## config.mk

```make
export PLATFORM = sky130hd
export DESIGN_NAME = ex_stage_flat
export DESIGN_NICKNAME = d
export VERILOG_FILES = /design/src/rtl/ex_stage_pkg.sv /design/src/rtl/ex_stage_if.sv /design/src/rtl/ex_alu.sv /design/src/rtl/ex_stage.sv /design/src/flat_wrapper.sv
export SDC_FILE = /design/constraint.sdc
export NUM_CORES = 1
export LEC_CHECK = 0
export BUFFER_PORTS_ARGS = -buffer_cell sky130_fd_sc_hd__clkbuf_2
export CAP_MARGIN = 20
export CELL_PAD_IN_SITES_DETAIL_PLACEMENT = 1
export CELL_PAD_IN_SITES_GLOBAL_PLACEMENT = 1
export CORE_MARGIN = 4
export CORE_UTILIZATION = 46
export DETAILED_ROUTE_END_ITERATION = 8
export PLACE_DENSITY = 0.85
export SLEW_MARGIN = 25
export SYNTH_ARGS = -nofsm -noshare
export SYNTH_HDL_FRONTEND = slang
export SYNTH_SLANG_ARGS = --single-unit
export TNS_END_PERCENT = 10
```

## constraint.sdc

```tcl
create_clock -name clk -period 16.7 [get_ports clk]
set_input_delay 3.34 -clock clk [delete_from_list [all_inputs] [get_ports clk]]
set_output_delay 3.34 -clock clk [all_outputs]
set_load 0.02 [all_outputs]
```

## src/rtl/ex_stage_pkg.sv

```systemverilog
// ex_stage_pkg: shared ALU op codes, forward selects and branch funct3 codes
package ex_stage_pkg;
    typedef enum logic [3:0] {
        ALU_ADD   = 4'd0,
        ALU_SUB   = 4'd1,
        ALU_SLL   = 4'd2,
        ALU_SLT   = 4'd3,
        ALU_SLTU  = 4'd4,
        ALU_XOR   = 4'd5,
        ALU_SRL   = 4'd6,
        ALU_SRA   = 4'd7,
        ALU_OR    = 4'd8,
        ALU_AND   = 4'd9,
        ALU_PASSB = 4'd10
    } alu_op_e;
    localparam logic [1:0] FWD_NONE  = 2'b00;
    localparam logic [1:0] FWD_EXMEM = 2'b01;
    localparam logic [1:0] FWD_MEMWB = 2'b10;
    localparam logic [2:0] F3_BEQ  = 3'b000;
    localparam logic [2:0] F3_BNE  = 3'b001;
    localparam logic [2:0] F3_BLT  = 3'b100;
    localparam logic [2:0] F3_BGE  = 3'b101;
    localparam logic [2:0] F3_BLTU = 3'b110;
    localparam logic [2:0] F3_BGEU = 3'b111;
endpackage

```

## src/rtl/ex_stage_if.sv

```systemverilog
// ex_stage_if: ID/EX inputs, pipeline control and EX/MEM outputs of the execute stage
interface ex_stage_if #(parameter int XLEN = 32);
    logic            stall;
    logic            flush;
    logic            id_ex_valid;
    logic [XLEN-1:0] id_ex_pc;
    logic [XLEN-1:0] id_ex_rs1_data;
    logic [XLEN-1:0] id_ex_rs2_data;
    logic [XLEN-1:0] id_ex_imm;
    logic [4:0]      id_ex_rd;
    logic [3:0]      id_ex_alu_op;
    logic            id_ex_a_sel;
    logic            id_ex_b_sel;
    logic            id_ex_reg_write;
    logic            id_ex_mem_read;
    logic            id_ex_mem_write;
    logic            id_ex_branch;
    logic            id_ex_jal;
    logic            id_ex_jalr;
    logic [2:0]      id_ex_funct3;
    logic [1:0]      fwd_rs1;
    logic [1:0]      fwd_rs2;
    logic [XLEN-1:0] mem_wb_fwd_data;
    logic            branch_taken;
    logic [XLEN-1:0] branch_target;
    logic            ex_mem_valid;
    logic            ex_mem_reg_write;
    logic            ex_mem_mem_read;
    logic            ex_mem_mem_write;
    logic [XLEN-1:0] ex_mem_alu_result;
    logic [XLEN-1:0] ex_mem_store_data;
    logic [4:0]      ex_mem_rd;
    logic [2:0]      ex_mem_funct3;
    modport master (
        output stall, flush, id_ex_valid, id_ex_pc, id_ex_rs1_data, id_ex_rs2_data, id_ex_imm,
               id_ex_rd, id_ex_alu_op, id_ex_a_sel, id_ex_b_sel, id_ex_reg_write, id_ex_mem_read,
               id_ex_mem_write, id_ex_branch, id_ex_jal, id_ex_jalr, id_ex_funct3,
               fwd_rs1, fwd_rs2, mem_wb_fwd_data,
        input  branch_taken, branch_target, ex_mem_valid, ex_mem_reg_write, ex_mem_mem_read,
               ex_mem_mem_write, ex_mem_alu_result, ex_mem_store_data, ex_mem_rd, ex_mem_funct3
    );
    modport slave (
        input  stall, flush, id_ex_valid, id_ex_pc, id_ex_rs1_data, id_ex_rs2_data, id_ex_imm,
               id_ex_rd, id_ex_alu_op, id_ex_a_sel, id_ex_b_sel, id_ex_reg_write, id_ex_mem_read,
               id_ex_mem_write, id_ex_branch, id_ex_jal, id_ex_jalr, id_ex_funct3,
               fwd_rs1, fwd_rs2, mem_wb_fwd_data,
        output branch_taken, branch_target, ex_mem_valid, ex_mem_reg_write, ex_mem_mem_read,
               ex_mem_mem_write, ex_mem_alu_result, ex_mem_store_data, ex_mem_rd, ex_mem_funct3
    );
endinterface

```

## src/rtl/ex_alu.sv

```systemverilog
// ex_alu: combinational RV32I integer ALU; unused op codes yield zero
module ex_alu
    import ex_stage_pkg::*;
#(
    parameter int XLEN = 32
) (
    input  logic [XLEN-1:0] a,
    input  logic [XLEN-1:0] b,
    input  logic [3:0]      op,
    output logic [XLEN-1:0] y
);
    logic [4:0] shamt;
    assign shamt = b[4:0];
    always_comb begin
        y = '0;
        case (op)
            ALU_ADD:   y = a + b;
            ALU_SUB:   y = a - b;
            ALU_SLL:   y = a << shamt;
            ALU_SLT:   y = XLEN'($signed(a) < $signed(b));
            ALU_SLTU:  y = XLEN'(a < b);
            ALU_XOR:   y = a ^ b;
            ALU_SRL:   y = a >> shamt;
            ALU_SRA:   y = $signed(a) >>> shamt;
            ALU_OR:    y = a | b;
            ALU_AND:   y = a & b;
            ALU_PASSB: y = b;
            default:   y = '0;
        endcase
    end
endmodule

```

## src/rtl/ex_stage.sv

```systemverilog
// ex_stage: operand forwarding, ALU, branch resolution and the EX/MEM pipeline register
module ex_stage
    import ex_stage_pkg::*;
#(
    parameter int XLEN = 32
) (
    input logic   clk,
    input logic   rst,
    ex_stage_if.slave bus
);
    logic [XLEN-1:0] fwd_a, fwd_b, op_a, op_b, alu_y, pc_plus4;
    logic            eq, lt, ltu, cond, ctl;
    // the EX/MEM source is our own registered result
    assign fwd_a = (bus.fwd_rs1 == FWD_EXMEM) ? bus.ex_mem_alu_result :
                   (bus.fwd_rs1 == FWD_MEMWB) ? bus.mem_wb_fwd_data : bus.id_ex_rs1_data;
    assign fwd_b = (bus.fwd_rs2 == FWD_EXMEM) ? bus.ex_mem_alu_result :
                   (bus.fwd_rs2 == FWD_MEMWB) ? bus.mem_wb_fwd_data : bus.id_ex_rs2_data;
    assign op_a = bus.id_ex_a_sel ? bus.id_ex_pc : fwd_a;
    assign op_b = bus.id_ex_b_sel ? bus.id_ex_imm : fwd_b;
    assign pc_plus4 = bus.id_ex_pc + XLEN'(4);
    ex_alu #(.XLEN(XLEN)) u_alu (
        .a  (op_a),
        .b  (op_b),
        .op (bus.id_ex_alu_op),
        .y  (alu_y)
    );
    assign eq  = fwd_a == fwd_b;
    assign lt  = $signed(fwd_a) < $signed(fwd_b);
    assign ltu = fwd_a < fwd_b;
    always_comb begin
        cond = (bus.id_ex_funct3 == F3_BEQ)  ? eq   :
               (bus.id_ex_funct3 == F3_BNE)  ? !eq  :
               (bus.id_ex_funct3 == F3_BLT)  ? lt   :
               (bus.id_ex_funct3 == F3_BGE)  ? !lt  :
               (bus.id_ex_funct3 == F3_BLTU) ? ltu  :
               (bus.id_ex_funct3 == F3_BGEU) ? !ltu : 1'b0;
    end
    assign bus.branch_taken  = bus.id_ex_valid && !bus.stall &&
                               ((bus.id_ex_branch && cond) || bus.id_ex_jal || bus.id_ex_jalr);
    assign bus.branch_target = bus.id_ex_jalr ? ((fwd_a + bus.id_ex_imm) & ~XLEN'(1))
                                              : bus.id_ex_pc + bus.id_ex_imm;
    assign ctl = bus.id_ex_valid;
    // stall outranks flush, so a flush during a stall is dropped
    always_ff @(posedge clk) begin
        if (rst || (bus.flush && !bus.stall)) begin
            bus.ex_mem_valid      <= 1'b0;
            bus.ex_mem_reg_write  <= 1'b0;
            bus.ex_mem_mem_read   <= 1'b0;
            bus.ex_mem_mem_write  <= 1'b0;
            bus.ex_mem_alu_result <= '0;
            bus.ex_mem_store_data <= '0;
            bus.ex_mem_rd         <= '0;
            bus.ex_mem_funct3     <= '0;
        end else if (!bus.stall) begin
            bus.ex_mem_valid      <= ctl;
            bus.ex_mem_reg_write  <= ctl && bus.id_ex_reg_write;
            bus.ex_mem_mem_read   <= ctl && bus.id_ex_mem_read;
            bus.ex_mem_mem_write  <= ctl && bus.id_ex_mem_write;
            bus.ex_mem_alu_result <= (bus.id_ex_jal || bus.id_ex_jalr) ? pc_plus4 : alu_y;
            bus.ex_mem_store_data <= fwd_b;
            bus.ex_mem_rd         <= bus.id_ex_rd;
            bus.ex_mem_funct3     <= bus.id_ex_funct3;
        end
    end
endmodule

```

## src/flat_wrapper.sv

```systemverilog
// flat-port wrapper written by rule: the top's interface ports become plain ports
module ex_stage_flat import ex_stage_pkg::*;
#(
    parameter int XLEN = 32
)
  (clk, rst, bus_stall, bus_flush, bus_id_ex_valid, bus_id_ex_pc, bus_id_ex_rs1_data, bus_id_ex_rs2_data, bus_id_ex_imm, bus_id_ex_rd, bus_id_ex_alu_op, bus_id_ex_a_sel, bus_id_ex_b_sel, bus_id_ex_reg_write, bus_id_ex_mem_read, bus_id_ex_mem_write, bus_id_ex_branch, bus_id_ex_jal, bus_id_ex_jalr, bus_id_ex_funct3, bus_fwd_rs1, bus_fwd_rs2, bus_mem_wb_fwd_data, bus_branch_taken, bus_branch_target, bus_ex_mem_valid, bus_ex_mem_reg_write, bus_ex_mem_mem_read, bus_ex_mem_mem_write, bus_ex_mem_alu_result, bus_ex_mem_store_data, bus_ex_mem_rd, bus_ex_mem_funct3);
  ex_stage_if #(.XLEN(XLEN)) bus_i ();
  input logic clk;
  input logic rst;
  input wire logic [$bits(bus_i.stall)-1:0] bus_stall;
  input wire logic [$bits(bus_i.flush)-1:0] bus_flush;
  input wire logic [$bits(bus_i.id_ex_valid)-1:0] bus_id_ex_valid;
  input wire logic [$bits(bus_i.id_ex_pc)-1:0] bus_id_ex_pc;
  input wire logic [$bits(bus_i.id_ex_rs1_data)-1:0] bus_id_ex_rs1_data;
  input wire logic [$bits(bus_i.id_ex_rs2_data)-1:0] bus_id_ex_rs2_data;
  input wire logic [$bits(bus_i.id_ex_imm)-1:0] bus_id_ex_imm;
  input wire logic [$bits(bus_i.id_ex_rd)-1:0] bus_id_ex_rd;
  input wire logic [$bits(bus_i.id_ex_alu_op)-1:0] bus_id_ex_alu_op;
  input wire logic [$bits(bus_i.id_ex_a_sel)-1:0] bus_id_ex_a_sel;
  input wire logic [$bits(bus_i.id_ex_b_sel)-1:0] bus_id_ex_b_sel;
  input wire logic [$bits(bus_i.id_ex_reg_write)-1:0] bus_id_ex_reg_write;
  input wire logic [$bits(bus_i.id_ex_mem_read)-1:0] bus_id_ex_mem_read;
  input wire logic [$bits(bus_i.id_ex_mem_write)-1:0] bus_id_ex_mem_write;
  input wire logic [$bits(bus_i.id_ex_branch)-1:0] bus_id_ex_branch;
  input wire logic [$bits(bus_i.id_ex_jal)-1:0] bus_id_ex_jal;
  input wire logic [$bits(bus_i.id_ex_jalr)-1:0] bus_id_ex_jalr;
  input wire logic [$bits(bus_i.id_ex_funct3)-1:0] bus_id_ex_funct3;
  input wire logic [$bits(bus_i.fwd_rs1)-1:0] bus_fwd_rs1;
  input wire logic [$bits(bus_i.fwd_rs2)-1:0] bus_fwd_rs2;
  input wire logic [$bits(bus_i.mem_wb_fwd_data)-1:0] bus_mem_wb_fwd_data;
  output wire logic [$bits(bus_i.branch_taken)-1:0] bus_branch_taken;
  output wire logic [$bits(bus_i.branch_target)-1:0] bus_branch_target;
  output wire logic [$bits(bus_i.ex_mem_valid)-1:0] bus_ex_mem_valid;
  output wire logic [$bits(bus_i.ex_mem_reg_write)-1:0] bus_ex_mem_reg_write;
  output wire logic [$bits(bus_i.ex_mem_mem_read)-1:0] bus_ex_mem_mem_read;
  output wire logic [$bits(bus_i.ex_mem_mem_write)-1:0] bus_ex_mem_mem_write;
  output wire logic [$bits(bus_i.ex_mem_alu_result)-1:0] bus_ex_mem_alu_result;
  output wire logic [$bits(bus_i.ex_mem_store_data)-1:0] bus_ex_mem_store_data;
  output wire logic [$bits(bus_i.ex_mem_rd)-1:0] bus_ex_mem_rd;
  output wire logic [$bits(bus_i.ex_mem_funct3)-1:0] bus_ex_mem_funct3;
  assign bus_i.stall = bus_stall;
  assign bus_i.flush = bus_flush;
  assign bus_i.id_ex_valid = bus_id_ex_valid;
  assign bus_i.id_ex_pc = bus_id_ex_pc;
  assign bus_i.id_ex_rs1_data = bus_id_ex_rs1_data;
  assign bus_i.id_ex_rs2_data = bus_id_ex_rs2_data;
  assign bus_i.id_ex_imm = bus_id_ex_imm;
  assign bus_i.id_ex_rd = bus_id_ex_rd;
  assign bus_i.id_ex_alu_op = bus_id_ex_alu_op;
  assign bus_i.id_ex_a_sel = bus_id_ex_a_sel;
  assign bus_i.id_ex_b_sel = bus_id_ex_b_sel;
  assign bus_i.id_ex_reg_write = bus_id_ex_reg_write;
  assign bus_i.id_ex_mem_read = bus_id_ex_mem_read;
  assign bus_i.id_ex_mem_write = bus_id_ex_mem_write;
  assign bus_i.id_ex_branch = bus_id_ex_branch;
  assign bus_i.id_ex_jal = bus_id_ex_jal;
  assign bus_i.id_ex_jalr = bus_id_ex_jalr;
  assign bus_i.id_ex_funct3 = bus_id_ex_funct3;
  assign bus_i.fwd_rs1 = bus_fwd_rs1;
  assign bus_i.fwd_rs2 = bus_fwd_rs2;
  assign bus_i.mem_wb_fwd_data = bus_mem_wb_fwd_data;
  assign bus_branch_taken = bus_i.branch_taken;
  assign bus_branch_target = bus_i.branch_target;
  assign bus_ex_mem_valid = bus_i.ex_mem_valid;
  assign bus_ex_mem_reg_write = bus_i.ex_mem_reg_write;
  assign bus_ex_mem_mem_read = bus_i.ex_mem_mem_read;
  assign bus_ex_mem_mem_write = bus_i.ex_mem_mem_write;
  assign bus_ex_mem_alu_result = bus_i.ex_mem_alu_result;
  assign bus_ex_mem_store_data = bus_i.ex_mem_store_data;
  assign bus_ex_mem_rd = bus_i.ex_mem_rd;
  assign bus_ex_mem_funct3 = bus_i.ex_mem_funct3;
  ex_stage #(.XLEN(XLEN)) u_core (.clk(clk), .rst(rst), .bus(bus_i));
endmodule
```

==> flow_summary.toml <==
[run_status]
outcome = "completed"

[die]
die_h_um = 209.9
core_area_um2 = 40010
die_x_um = 209.9
num_rows = 73
dieArea_um2 = 44070
io-pin-count = 298
initial_core_util = 0.4688

[power_and_ir_drop]
leakagePower_nw = 9.281
power_density_nw_per_um2 = 74.60
max-vdd-ir-drop_mv = 0.05604

[worst_setup_path]
slowest_delay_ns = 0.69
path_cells = "buf_4 -> buf_4 -> mux2_2 -> nor2_1 -> a21oi_1 -> ha_1 -> inv_1 -> o21ai_0 -> a31oi_1 -> o21ai_0 -> nor4b_1 -> o31ai_1 -> nor2_1 -> a21oi_1 -> a2111oi_0 -> a31oi_1 -> clkbuf_2"
rr_startpoint = "u_core.bus.ex_mem_alu_result[6]"
cp_data_required_time_ns = 13.36
startpoint_type = "input pin"
r2r-end = "u_core.bus.ex_mem_alu_result[0]"
reg2reg_depth = 16
arrival_ns = 8.81
reg2reg_slack_ns = 10.69
setup.worst_path.end_class = "output port"
worstPathMaxFanout = 51
setup.worst_path.class = "input pin to output port"
cp_slowest_cell = "o21ai_0"

[global_routing]
track_usage = 0.4807
antenna_found_initial = 5
grt_pass1_wl_um = 161400
grt_max_degree = 64
grt_overflow = 0
grt_pass1_vias = 24790

[synthesis]
synth_seq_cells = 76
synth_top_area_cell = "ha_1"
synth_edf_count = 0
ys.flop_type = "dfxtp_1"
ys_types = 91
syn_nets = 3127
avgSynthCellArea_um2 = 6.838
netlist_top_cells_area = "ha_1, dfxtp_1, a21oi_1"
netlist_area_um2 = 18760
async_flop_share = 0
yosysWarnings = 0
ys_seq_area_frac = 0.08112
synth_top_area_frac = 0.1274
syn_inst = 2743

[clock_network]
cts_tree = "yes"
cts_buffer_depth = 2
cts_root_buffer = "clkbuf_16"
cts_sinks = 76
clk_pin_slew_ns = 0.07
htreeDepth = 3
numCtsBuffers = 9
post_cts_buffers = 0
post_cts_resized = 0
clk_latency_ns = 0.40
ctsHoldBuffers = 0

[timing]
maxSlewHeadroom = 0.1728
tightest_slew_ns = 1.225
slew_viol_final = 0
period_share = 0.7278
max_freq_mhz = 82.28
fin_ws_ns = 4.546
finalHoldViolCount = 0
setup_viol_count_final = 0
min_period_ns = 12.15
setup_tns_ns = 0
final.setup_skew_ns = 0.02545
rsz0062_at_grt = "no"

[cells_and_area]
fin_cells = 3449
area_growth_pct = 10.87
drive_above_1_share = 0.1588
nNetsFinal = 3300
n_fill_cell = 5347

[placed_design]
pre_cts_slack_ns = 4.773
dp_hpwl_um = 88820
dp.cells = 3430
portBuffers = 297
gp_congestion = 1.109

[routing]
drt_wl_total_um = 112400
wl_per_cell_um = 32.60
via_count = 24810
routed_via_density = 7.194
drtIter0Drc = 3323
firstDrtPassIters = 6
final_antenna_net_count = 0
drcViolationCount = 0

[flow_run]
cap_violations = 0

[min_path]
holdPathEnd = "u_core.bus.ex_mem_store_data[0]"
hp-class = "register to register"
hold_start = "u_core.bus.ex_mem_store_data[0]"
hold_depth = 2
where the power goes:
| group | total [mW] | switching [mW] | internal (mW) |
|---|---|---|---|
| combinational | 1.11 | 0.753 | 0.358 |
| clock | 0.230 | 0.111 | 0.119 |
| sequential | 0.211 | 0.0181 | 0.193 |
| total | 1.55 | 0.882 | 0.669 |
cell families after synthesis:
kind of cell,count (synthesis),synth area share
AO/OA/AOI/OAI,1022,0.3559
XOR/XNOR,96,0.04583
adder cells (fa/ha/maj),195,0.1317
buffers and inverters,302,0.06764
flip-flops,76,0.08112
multiplexers,199,0.1115
AND/OR/NAND/NOR,853,0.2063
flip-flops by register name, summed over array words and instances (netlist names):
| name | flops |
|---|---|
| u_core.bus.ex_mem_mem_write | 1 |
| u_core.bus.ex_mem_alu_result | 32 |
| u_core.bus.ex_mem_rd | 5 |
| u_core.bus.ex_mem_valid | 1 |
| u_core.bus.ex_mem_reg_write | 1 |
| u_core.bus.ex_mem_mem_read | 1 |
| u_core.bus.ex_mem_funct3 | 3 |
| u_core.bus.ex_mem_store_data | 32 |
critical path, delay by kind of cell:
family | cells | cell delay (ns)
AO/OA/AOI/OAI | 8 | 2.61
buffers and inverters | 4 | 1.21
AND/OR/NAND/NOR | 3 | 0.78
multiplexers | 1 | 0.43
adder cells (fa/ha/maj) | 1 | 0.41
metal layers:
metal / GRT usage / part of all wire / vias up
li1: - / - / 10520
met5: 0 / 0.00017 / -
met1: 0.5824 / 0.37 / 11990
met4: 0.3416 / 0.088 / 2
met2: 0.7501 / 0.43 / 1800
met3: 0.1131 / 0.11 / 497
metrics by stage:
stage	util	hold WS [ns]	power, mW	instance area [um^2]
final	0.5198	0.4918	1.551	20800
after global routing	0.5198	0.5252	1.609	20800
after CTS	0.5196	0.4977	1.498	20790
after detailed placement	0.5119	0.4846	1.268	20480
after global placement	0.5119	0.4556	1.235	20480
after floorplan	-	0.5407	0.8921	18760
worst max-delay path by stage:
stage	from	end	slack (ns)	cells past startpoint
after CTS	bus_fwd_rs1[1]	bus_branch_target[30]	4.74	17
after detailed placement	bus_fwd_rs1[1]	bus_branch_target[30]	4.77	17
after global placement	bus_fwd_rs1[1]	bus_branch_target[30]	5.09	17
after floorplan	bus_fwd_rs1[1]	bus_branch_target[30]	6.53	18
final	bus_fwd_rs1[1]	bus_branch_target[30]	4.55	17
after global routing	bus_fwd_rs1[1]	bus_branch_target[30]	4.35	18
synthesized netlist by cell type, types with 18 or more instances:
library cell	number
a22oi_1	19
o211ai_1	38
buf_2	27
nand3_1	63
dfxtp_1	76
nor2_1	342
o31ai_1	18
a211oi_1	51
nand2b_1	48
xor2_1	34
inv_1	112
o21a_1	22
o21ai_0	224
mux2_2	47
nand2_1	205
ha_1	191
a221oi_1	45
mux2i_1	147
a21o_1	43
xnor2_1	61
clkbuf_1	120
a31oi_1	29
nor2b_1	37
buf_1	22
a21oi_1	303
nor3_1	50
o22a_1	32
o221ai_1	32
placed cells by master, fill, tap and decap left out, types with 14 or more instances in the layout:
cell type / netlist / routed
o2111ai_1: 14 / 14
o21ai_0: 224 / 222
o31ai_1: 18 / 18
a31oi_1: 29 / 29
a21o_1: 43 / 42
nand3_1: 63 / 63
a221oi_1: 45 / 44
mux2_2: 47 / 47
o22a_1: 32 / 32
clkbuf_2: 0 / 295
inv_1: 112 / 112
buf_4: 3 / 49
nand4_1: 17 / 17
xnor2_1: 61 / 61
nand2_1: 205 / 204
o21a_1: 22 / 22
nor3_1: 50 / 49
o211ai_1: 38 / 38
ha_1: 191 / 191
nor2b_1: 37 / 36
and2_1: 15 / 15
a211oi_1: 51 / 51
o21bai_1: 15 / 15
xor2_1: 34 / 34
nor4_1: 15 / 14
nor2_1: 342 / 341
nand2b_1: 48 / 48
dfxtp_1: 76 / 76
a21oi_1: 303 / 302
o22ai_1: 17 / 17
o221ai_1: 32 / 32
mux2i_1: 147 / 147
and3_1: 17 / 17
a22oi_1: 19 / 19
area by class of cell:
type / instances / area [um^2] / share of cell area
multi-input cells: 2365 / 16010 / 0.7696
repair buffers: 344 / 1844 / 0.08868
flip-flops and latches: 76 / 1521 / 0.07316
well taps: 525 / 656.9 / 0.03159
inverters: 120 / 452.9 / 0.02178
clock buffers: 9 / 225.2 / 0.01083
clock inverters: 7 / 82.58 / 0.003971
diodes: 3 / 7.507 / 0.0003610
Note: power is estimated with default switching activity, not from simulation.
